$ cat src/rtl/random_perm_pkg.sv
// Shared types, defaults and helper functions for the random permutation shuffler.
// The entropy option of lfsr_galois is selected with the RANDOM_PERM_ENTROPY_EN macro.
package random_perm_pkg;

  typedef enum logic [1:0] {
    IDLE = 2'd0,
    SHUF = 2'd1,
    DONE = 2'd2
  } state_t;

  localparam logic [15:0] DEF_LFSR_TAPS = 16'hB400;
  localparam logic [15:0] DEF_SEED      = 16'hACE1;

  localparam int MAX_ELEM_W = 6;
  localparam int MAX_TBL_W  = MAX_ELEM_W * (1 << MAX_ELEM_W);

  // Smallest 2**k-1 that covers i, used to draw swap candidates for index i.
  function automatic logic [MAX_ELEM_W-1:0] perm_mask(input logic [MAX_ELEM_W-1:0] i,
                                                      input int elem_w);
    logic [MAX_ELEM_W-1:0] m;
    m = '0;
    for (int k = 0; k < MAX_ELEM_W; k++) begin
      if (k < elem_w && m < i) m = {m[MAX_ELEM_W-2:0], 1'b1};
    end
    return m;
  endfunction

  // Packed identity table (entry k = k) for a table of 2**elem_w entries.
  function automatic logic [MAX_TBL_W-1:0] identity_table(input int elem_w);
    logic [MAX_TBL_W-1:0] t;
    t = '0;
    for (int k = 0; k < (1 << MAX_ELEM_W); k++) begin
      for (int b = 0; b < MAX_ELEM_W; b++) begin
        if (k < (1 << elem_w) && b < elem_w) t[k*elem_w + b] = k[b];
      end
    end
    return t;
  endfunction

endpackage

$ cat src/rtl/random_perm_shuffle_if.sv
// Request/status bundle between a sequence consumer and random_perm_shuffle.
// start/clear/seed_load are sampled on each rising clk edge and act only while
// state_dbg is IDLE; otherwise they are dropped (no queuing). done is a one-cycle pulse.
interface random_perm_shuffle_if #(
  parameter int ELEM_W = 4,
  parameter int LFSR_W = 16
);
  import random_perm_pkg::*;

  localparam int N = 1 << ELEM_W;

  logic                   start;
  logic                   clear;
  logic                   seed_load;
  logic [LFSR_W-1:0]      seed_in;
  logic [1:0]             ent_in;
  logic                   busy;
  logic                   done;
  logic [N*ELEM_W-1:0]    seq_all;
  state_t                 state_dbg;
  logic [LFSR_W-1:0]      lfsr_dbg;

  modport master (
    output start, clear, seed_load, seed_in, ent_in,
    input  busy, done, seq_all, state_dbg, lfsr_dbg
  );

  modport slave (
    input  start, clear, seed_load, seed_in, ent_in,
    output busy, done, seq_all, state_dbg, lfsr_dbg
  );

endinterface

$ cat src/rtl/lfsr_galois.sv
// Right-shifting Galois LFSR with seed load; when RANDOM_PERM_ENTROPY_EN is defined
// the external entropy bits are folded into each step.
module lfsr_galois #(
  parameter int                LFSR_W    = 16,
  parameter logic [LFSR_W-1:0] LFSR_TAPS = LFSR_W'(16'hB400),
  parameter logic [LFSR_W-1:0] SEED      = LFSR_W'(16'hACE1)
) (
  input  logic              clk,
  input  logic              rst_n,
  input  logic              load,
  input  logic [LFSR_W-1:0] load_val,
  input  logic              adv,
  input  logic [1:0]        ent_in,
  output logic [LFSR_W-1:0] lfsr_q,
  output logic [LFSR_W-1:0] lfsr_d
);

  logic [LFSR_W-1:0] shifted;

  assign shifted = {1'b0, lfsr_q[LFSR_W-1:1]} ^ (lfsr_q[0] ? LFSR_TAPS : '0);

`ifdef RANDOM_PERM_ENTROPY_EN
  logic [LFSR_W-1:0] mixed;
  assign mixed  = shifted ^ {{(LFSR_W-2){1'b0}}, ent_in};
  // An all-zero state would lock the LFSR up, so fall back to the seed.
  assign lfsr_d = (mixed == '0) ? SEED : mixed;
`else
  logic ent_unused;
  assign ent_unused = ^ent_in;
  assign lfsr_d     = shifted;
`endif

  always_ff @(posedge clk or negedge rst_n) begin
    if (!rst_n) begin
      lfsr_q <= SEED;
    end else if (load) begin
      lfsr_q <= (load_val == '0) ? SEED : load_val;
    end else if (adv) begin
      lfsr_q <= lfsr_d;
    end
  end

endmodule

$ cat src/rtl/random_perm_shuffle.sv
// Register table holding a permutation of 0..N-1, reshuffled in place by a
// rejection-sampled Fisher-Yates pass (one candidate per cycle).
module random_perm_shuffle
  import random_perm_pkg::*;
#(
  parameter int                ELEM_W    = 4,
  parameter int                LFSR_W    = 16,
  parameter logic [LFSR_W-1:0] LFSR_TAPS = LFSR_W'(DEF_LFSR_TAPS),
  parameter logic [LFSR_W-1:0] SEED      = LFSR_W'(DEF_SEED)
) (
  input  logic                  clk,
  input  logic                  rst_n,
  random_perm_shuffle_if.slave  bus
);

  localparam int N  = 1 << ELEM_W;
  localparam int TW = N * ELEM_W;
  localparam logic [MAX_TBL_W-1:0] IDENT_FULL = identity_table(ELEM_W);
  localparam logic [TW-1:0]        IDENT      = IDENT_FULL[TW-1:0];

  state_t                 state_q, state_d;
  logic [ELEM_W-1:0]      idx_q, idx_d;
  logic [TW-1:0]          tbl_q, tbl_d;
  logic [LFSR_W-1:0]      lfsr_q, lfsr_next;
  logic [MAX_ELEM_W-1:0]  idx_ext, mask_full;
  logic [ELEM_W-1:0]      mask_i, cand_j;
  logic                   take;
  logic                   lint_unused;

  lfsr_galois #(
    .LFSR_W    (LFSR_W),
    .LFSR_TAPS (LFSR_TAPS),
    .SEED      (SEED)
  ) u_lfsr (
    .clk      (clk),
    .rst_n    (rst_n),
    .load     ((state_q == IDLE) && bus.seed_load),
    .load_val (bus.seed_in),
    .adv      (state_q == SHUF),
    .ent_in   (bus.ent_in),
    .lfsr_q   (lfsr_q),
    .lfsr_d   (lfsr_next)
  );

  always_comb begin
    idx_ext = '0;
    idx_ext[ELEM_W-1:0] = idx_q;
  end

  // Candidate is drawn from the value the LFSR takes on this same edge.
  assign mask_full   = perm_mask(idx_ext, ELEM_W);
  assign mask_i      = mask_full[ELEM_W-1:0];
  assign cand_j      = lfsr_next[ELEM_W-1:0] & mask_i;
  assign take        = (cand_j <= idx_q);
  assign lint_unused = ^{mask_full, lfsr_next};

  always_comb begin
    state_d = state_q;
    idx_d   = idx_q;
    tbl_d   = tbl_q;
    case (state_q)
      IDLE: begin
        if (bus.clear) tbl_d = IDENT;
        if (bus.start) begin
          idx_d   = '1;
          state_d = SHUF;
        end
      end
      SHUF: begin
        if (take) begin
          tbl_d[ELEM_W*idx_q  +: ELEM_W] = tbl_q[ELEM_W*cand_j +: ELEM_W];
          tbl_d[ELEM_W*cand_j +: ELEM_W] = tbl_q[ELEM_W*idx_q  +: ELEM_W];
          idx_d = idx_q - 1'b1;
          if (idx_q == ELEM_W'(1)) state_d = DONE;
        end
      end
      DONE:    state_d = IDLE;
      default: state_d = IDLE;
    endcase
  end

  always_ff @(posedge clk or negedge rst_n) begin
    if (!rst_n) begin
      state_q <= IDLE;
      idx_q   <= '0;
      tbl_q   <= IDENT;
    end else begin
      state_q <= state_d;
      idx_q   <= idx_d;
      tbl_q   <= tbl_d;
    end
  end

  assign bus.busy      = (state_q == SHUF);
  assign bus.done      = (state_q == DONE);
  assign bus.seq_all   = tbl_q;
  assign bus.state_dbg = state_q;
  assign bus.lfsr_dbg  = lfsr_q;

endmodule

$ cat src/flat_wrapper.sv
// flat-port wrapper written by rule: the top's interface ports become plain ports
module random_perm_shuffle_flat import random_perm_pkg::*;
#(
  parameter int                ELEM_W    = 4,
  parameter int                LFSR_W    = 16,
  parameter logic [LFSR_W-1:0] LFSR_TAPS = LFSR_W'(DEF_LFSR_TAPS),
  parameter logic [LFSR_W-1:0] SEED      = LFSR_W'(DEF_SEED)
)
  (clk, rst_n, bus_start, bus_clear, bus_seed_load, bus_seed_in, bus_ent_in, bus_busy, bus_done, bus_seq_all, bus_state_dbg, bus_lfsr_dbg);
  random_perm_shuffle_if #(.ELEM_W(ELEM_W), .LFSR_W(LFSR_W)) bus_i ();
  input  logic clk;
  input  logic rst_n;
  input wire logic [$bits(bus_i.start)-1:0] bus_start;
  input wire logic [$bits(bus_i.clear)-1:0] bus_clear;
  input wire logic [$bits(bus_i.seed_load)-1:0] bus_seed_load;
  input wire logic [$bits(bus_i.seed_in)-1:0] bus_seed_in;
  input wire logic [$bits(bus_i.ent_in)-1:0] bus_ent_in;
  output wire logic [$bits(bus_i.busy)-1:0] bus_busy;
  output wire logic [$bits(bus_i.done)-1:0] bus_done;
  output wire logic [$bits(bus_i.seq_all)-1:0] bus_seq_all;
  output wire logic [$bits(bus_i.state_dbg)-1:0] bus_state_dbg;
  output wire logic [$bits(bus_i.lfsr_dbg)-1:0] bus_lfsr_dbg;
  assign bus_i.start = bus_start;
  assign bus_i.clear = bus_clear;
  assign bus_i.seed_load = bus_seed_load;
  assign bus_i.seed_in = bus_seed_in;
  assign bus_i.ent_in = bus_ent_in;
  assign bus_busy = bus_i.busy;
  assign bus_done = bus_i.done;
  assign bus_seq_all = bus_i.seq_all;
  assign bus_state_dbg = bus_i.state_dbg;
  assign bus_lfsr_dbg = bus_i.lfsr_dbg;
  random_perm_shuffle #(.ELEM_W(ELEM_W), .LFSR_W(LFSR_W), .LFSR_TAPS(LFSR_TAPS), .SEED(SEED)) u_core (.clk(clk), .rst_n(rst_n), .bus(bus_i));
endmodule
$ cat config.mk
export PLATFORM = sky130hd
export DESIGN_NAME = random_perm_shuffle_flat
export DESIGN_NICKNAME = d
export VERILOG_FILES = /design/src/rtl/random_perm_pkg.sv /design/src/rtl/random_perm_shuffle_if.sv /design/src/rtl/lfsr_galois.sv /design/src/rtl/random_perm_shuffle.sv /design/src/flat_wrapper.sv
export SDC_FILE = /design/constraint.sdc
export NUM_CORES = 1
export LEC_CHECK = 0
export CAP_MARGIN = 25
export CORE_MARGIN = 3
export CORE_UTILIZATION = 51
export CTS_BUF_LIST = sky130_fd_sc_hd__clkbuf_16
export CTS_CLUSTER_DIAMETER = 60
export DETAILED_ROUTE_END_ITERATION = 12
export GPL_ROUTABILITY_DRIVEN = 0
export PLACE_DENSITY = 0.79
export RECOVER_POWER = 100
export SETUP_SLACK_MARGIN = 0.15
export SLEW_MARGIN = 20
export SYNTH_ARGS = -nofsm -noshare
export SYNTH_HDL_FRONTEND = slang
export SYNTH_SLANG_ARGS = --single-unit
$ cat constraint.sdc
create_clock -name clk -period 9.95 [get_ports clk]
set_input_delay 0.995 -clock clk [delete_from_list [all_inputs] [get_ports clk]]
set_output_delay 0.995 -clock clk [all_outputs]
set_load 0.02 [all_outputs]
Yosys cells after proc, flatten, opt, wreduce, memory -nomap -nowiden. Cells that the tools add are included.

Bits in registers: 86. Bits in latches: 0. RAM bits: 0. Bits in read-only memories: 0. Output and inout bits: 84. Word-level logic and storage cells: 55. Memories kept: 0.

$add $sub $neg: 3. $mul: 0. Divide/modulo/power cells: 0. Order comparisons: 5. Equal/unequal tests: 7. Shifts and indexed selects: 6. Multiplexer cells: 20. Bitwise logic cells: 2. Reduce and logical (&&, ||, !) cells: 8.

Operators by type and width (number): $bwmux W64 (2); $mux W64 (2); $pmux W64 S2 (1); $shift A4 B34 Y64 const A (2); $shiftx A4 B34 Y64 (2); $shiftx A64 B7 Y4 (2); $neg A6 Y34 (2); $mux W16 (4); $logic_not A16 Y1 (1); $xor A15 B16 Y16 (1); $mux W4 (3); $reduce_and A3 Y1 (3); $mux W2 (4); $pmux W4 S2 (1); $and A4 B4 Y4 (1); $eq A4 B1 Y1 const B (1); $le A4 B4 Y1 (1); $lt A1 B4 Y1 (1); $lt A1 B4 Y1 const A (1); $lt A2 B4 Y1 (1); $lt A3 B4 Y1 (1); $ne A2 B1 Y1 const B (2); $ne A2 B2 Y1 const B (2); $pmux W2 S2 (1); other kinds (8) (9).

Depth between registers and ports, before layout.
Word-level depth: 15. Depth in mapped cells: 30. Mapped depth without buffers: 23.

Hierarchy. A second synthesis with hierarchy kept.

Cell total of the unflattened synthesis: 746. Area total of the unflattened synthesis: 6652.6 um^2.

Modules (own cells, without submodules): random_perm_shuffle (times used 1, cells an instance 664, area each 5749.3 um^2); lfsr_galois (times used 1, cells an instance 82, area each 903.4 um^2).

Worst setup path before layout. Ideal clock, no wire load.

Path type: flip-flop to flip-flop. From: register u_core.idx_q[0]. To: register u_core.tbl_q[42], in the netlist u_core.bus.seq_all[42]. Setup time: 110 ps. Arrival: 6113 ps. Required time: 9840 ps. Slack: 3726 ps. Stages on the path, launching flop included: 28. Path buffers: 7. Period minus slack after synthesis: 6224 ps. Cell sequence: dfrtp_1 > buf_2 > buf_2 > clkbuf_1 > inv_1 > ha_1 > nand2b_1 > and2_1 > inv_1 > ha_1 > or4b_4 > nand2_1 > ha_1 > o21ai_0 > and2_1 > o31a_1 > buf_2 > buf_2 > clkbuf_1 > buf_2 > nor3_1 > ha_1 > or3_1 > nor4_1 > a21oi_1 > or2_2 > a2bb2oi_1 > o41ai_1.

Longest elaborated chain between the ends: 15. Elaborated cells between the ends (all ways): 24. Those cells by class: add/sub (2); order compare (5); eq/ne (1); shift (6); mux (8); bitwise (1); reduce/logical (1).

RTL lines: from (decl) (line random_perm_shuffle.sv:22) `logic [ELEM_W-1:0] idx_q, idx_d;`; from (signal assigned) (line random_perm_shuffle.sv:89) `idx_q <= idx_d;`; $lt A1 B4 Y1 (line random_perm_pkg.sv:23) `if (k < elem_w && m < i) m = {m[MAX_ELEM_W-2:0], 1'b1};`; $mux W1 (line random_perm_pkg.sv:23); $lt A1 B4 Y1 (line random_perm_pkg.sv:23); $mux W2 (line random_perm_pkg.sv:23); $lt A2 B4 Y1 (line random_perm_pkg.sv:23); $mux W3 (line random_perm_pkg.sv:23); $lt A3 B4 Y1 (line random_perm_pkg.sv:23); $mux W4 (line random_perm_pkg.sv:23); $and A4 B4 Y4 (line random_perm_shuffle.sv:53) `assign cand_j = lfsr_next[ELEM_W-1:0] & mask_i;`; $shiftx A64 B7 Y4 (line random_perm_shuffle.sv:71) `tbl_d[ELEM_W*idx_q +: ELEM_W] = tbl_q[ELEM_W*cand_j +: ELEM_W];`; $shiftx A4 B34 Y64 (line random_perm_shuffle.sv:71); $bwmux W64 (line random_perm_shuffle.sv:71); $bwmux W64 (line random_perm_shuffle.sv:72) `tbl_d[ELEM_W*cand_j +: ELEM_W] = tbl_q[ELEM_W*idx_q +: ELEM_W];`; $mux W64 (line random_perm_shuffle.sv:70) `if (take) begin`; $pmux W64 S2 (line random_perm_shuffle.sv:61) `case (state_q)`; to (signal assigned) (line random_perm_shuffle.sv:90) `tbl_q <= tbl_d;`; to (decl) (line random_perm_shuffle.sv:23) `logic [TW-1:0] tbl_q, tbl_d;`.

Several ways; a longest one is shown, not always the timed one. The select of a mux whose other input is x is not followed. A chain may end at the register's enable or synchronous reset.

Worst setup path in the final report.
From: register u_core.idx_q[1]. To: register u_core.tbl_q[21], in the netlist u_core.bus.seq_all[21].

The elaborated chain is that of the path after synthesis.

==> results.md <==
* Die H at 118 um
* CP cell instances: inv_1, ha_1, nand2b_1, and2_0, inv_1, ha_1, or4b_1, nand2_1, ha_1, o21ai_0, and2_0, o31a_1, buf_4, inv_1, ha_1, nor2b_1, o21a_1, o21a_1, o21ai_0, and2_0, clkbuf_1, nand2_1, or3_1, o21ai_0
* FF-to-FF path depth at 24
* Worst skew pair latency at 0.35 ns
* Simple-Gate Fraction of Synth Area at 20.1%
* FF+latch count, synth at 86
* Cell area after synthesis at 6430 um^2
* RSZ-0062 raised after global routing: false
* Slew @ Worst Pin at 4.56 ns
* Period utilisation layout at 82.6%
* Area growth, synth to finish at 20.9%
* Adder-cell area share of the yosys netlist at 2.53%
* Critical path arrival at 8.49 ns
* Complex-gate fraction of the synthesized area at 25.0%
* Post-Synth XOR/XNOR Area at 0.953%
* Final Skew at 0.00506 ns
* First-pass GRT wire length at 36.3 mm
* Slew Limit Fails at 100
* Post-CTS resize count at 0
* WP data required at 10.21 ns
* Vias in the first global route at 6,551
* FFs w/ async S/R, synth at 100%
* DR pass1 iterations at 6
* Final Instance Area at 7780 um^2
* Failing checks: capacitance limit, slew limit
* Worst setup path endpoint: u_core.bus.seq_all[21]
* Reg area at 2200 um^2
* Synth top area share at 17.9%
* Worst slew margin at -204%
* Die ar. at 14,000 um^2
* Num CTS Buffers at 9
* Syn nets at 754
* CP Launch Point: u_core.idx_q[1]
* Synth cell types at 75
* # IOs at 107
* CP max FO at 38
* Critical path's slowest cell: dfrtp_1
* Top cells by area, synth: dfrtp_1 (18%), dfstp_2 (16%), mux4_2 (7.7%), nand2_1 (5.3%), o21ai_0 (4.4%)
* Drt total wl at 23.3 mm
* HP Class: flop to flop
* Seq/Total Area, Yosys at 34.2%
* Top cells by count, synth: nand2_1 (90), o21ai_0 (57), a21oi_1 (47), dfrtp_1 (46), dfstp_2 (40)
* Post-synth top flop: dfrtp_1
* Gate Count Post-Synth at 718
* Drt initial violations at 1,243
* Largest family of logic cells by synthesized area: compound AO/OA/AOI/OAI gates
* Die Wd at 118 um
* Layout cells sized above 1 at 13.3%
* Number of synthesized flops with an enable pin at 0
* Startpoint types: flop
* Initial antenna violation count at 0
* Max incr delay on CP at 0.91 ns
* Placed Area at 7530 um^2
* Hold Fails Final Rpt at 0
* Setup WS pre-CTS at 2.94 ns
* H-Tree Depth at 3
* Via density at 7.04
* Final net count at 836
* Total of max-cap violations at 2
* Cts hold-fix bufs at 0
* Initial Util at 52.9%
* Most numerous cell in the Yosys netlist: nand2_1
* Final Critical Period at 8.22 ns
* Core Footprint at 12,200 um^2
* Worst Hold Depth at 2
* Reg2Reg Capture Point: u_core.bus.seq_all[21]
* Row count at 40
* Crit Path Class: flop to flop
* Reg2reg setup slack at 1.73 ns
* DRC Markers at 0
* Max Freq at 122 MHz
* CTS root buffer: clkbuf_16
* Most used cell along the critical path: ha_1
* HPWL Detailed at 16.6 mm
* Yosys top cell by area: dfrtp_1
* Syn_area_per_cell at 8.96 um^2
* R2r startpoint: u_core.idx_q[1]
* # diodes at 0
* Largest net degree at the start of global routing at 87
* Status: finished with violations
* Via count at 6,851
* Reg clk slew, reported paths at 0.06 ns
* Gr usage total at 32.8%
* CP Capture Type: flop
* Filler cell count at 1,034
* Final WS setup at 1.73 ns
* Multiplexer area fraction after synthesis at 12.5%
* Routed wire per std cell at 23.9 um
* Setup_tns at 0 ns
* Post-DRT Antenna Nets at 0
* Yosys warnings at 0
* CTS Sinks at 86
* Max clock buf depth at 2
* Post-CTS Setup Bufs at 0
* Overflow after GRT at 0
* WHS at 0.512 ns
* Final Setup Violations at 0
* CTS tree: built
* Multi-input combinational cell area at 3910 um^2
* PortBufs at 104
==> worst min path at each step <==
stage                              endpoint  slack, ns                    start
floorplan            u_core.bus.seq_all[20]       0.52   u_core.bus.seq_all[20]
global placement    u_core.u_lfsr.lfsr_q[9]       0.49  u_core.u_lfsr.lfsr_q[9]
detailed placement  u_core.u_lfsr.lfsr_q[9]       0.51  u_core.u_lfsr.lfsr_q[9]
CTS                 u_core.u_lfsr.lfsr_q[9]       0.52  u_core.u_lfsr.lfsr_q[9]
global route        u_core.u_lfsr.lfsr_q[9]       0.53  u_core.u_lfsr.lfsr_q[9]
finish              u_core.u_lfsr.lfsr_q[9]       0.51  u_core.u_lfsr.lfsr_q[9]
==> cell families (layout without fill, tap and decap cells) <==
kind of cell,after synthesis,after routing
and+or+nand+nor,260,260
AOI/OAI and AO/OA,236,236
DFF,86,86
buffers and inverters,65,152
muxes,51,51
adders and majority gates,13,13
xor gates and xnor gates,7,7
==> metrics by stage <==
stage	util (%)	std cells
final	64.0	973
after global placement	61.9	957
after CTS	64.2	973
after floorplan	-	718
after detailed placement	61.9	957
after global routing	64.0	973
==> worst max-delay path: cells and delay by family (launching register included) <==
kind            cells  cell delay [ns]
buf+inv             5             2.24
simple gates        9             2.27
fa+ha+maj           4             1.04
compound gates      6             1.67
flops               1             0.91
==> cells in the final DEF, fill, tap and decap left out, types with 4 or more instances in the layout <==
cell type,count
a21oi_1,47
a221o_1,5
a22oi_1,23
a2bb2oi_1,4
a31o_2,5
a31oi_1,8
and2_0,5
and2_1,12
and3_1,11
buf_4,4
clkbuf_1,4
clkbuf_16,9
clkdlybuf4s50_1,19
dfrtp_1,46
dfstp_2,40
dlygate4sd3_1,84
ha_1,13
inv_1,25
mux2_2,4
mux2i_1,24
mux4_2,22
nand2_1,90
nand2b_1,6
nand3_1,23
nand3b_1,7
nand4_1,8
nor2_1,36
nor2b_1,5
nor3_1,24
nor4_1,11
o211ai_1,6
o21a_1,11
o21ai_0,59
o221ai_1,5
o22ai_1,19
or2_2,4
or3_1,7
xor2_1,4
==> sequential cells by signal, summed over array words and instances, names as in the netlist <==
name,cells
u_core.bus.seq_all,64
u_core.u_lfsr.lfsr_q,16
u_core.idx_q,4
u_core.bus.state_dbg,2
==> layer usage <==
layer	routed length, um	GRT usage [%]	up-vias
met5	0	0	-
met4	1450	15.6	0
met3	3210	9.38	149
met2	9790	48.7	602
met1	8830	44.1	3195
li1	-	-	2905
==> cell type report <==
class	instances	share of cell area, %
Clock buffer	9	2.89
Inverter	25	1.21
Multi-Input combinational cell	567	50.3
Sequential cell	86	28.3
Tap cell	168	2.70
Clock inverter	7	0.772
Timing Repair Buffer	111	13.8
Power is left out: the tool's default activity adds up to more than one toggle a clock period on the data nets, which glitch-free logic cannot reach.
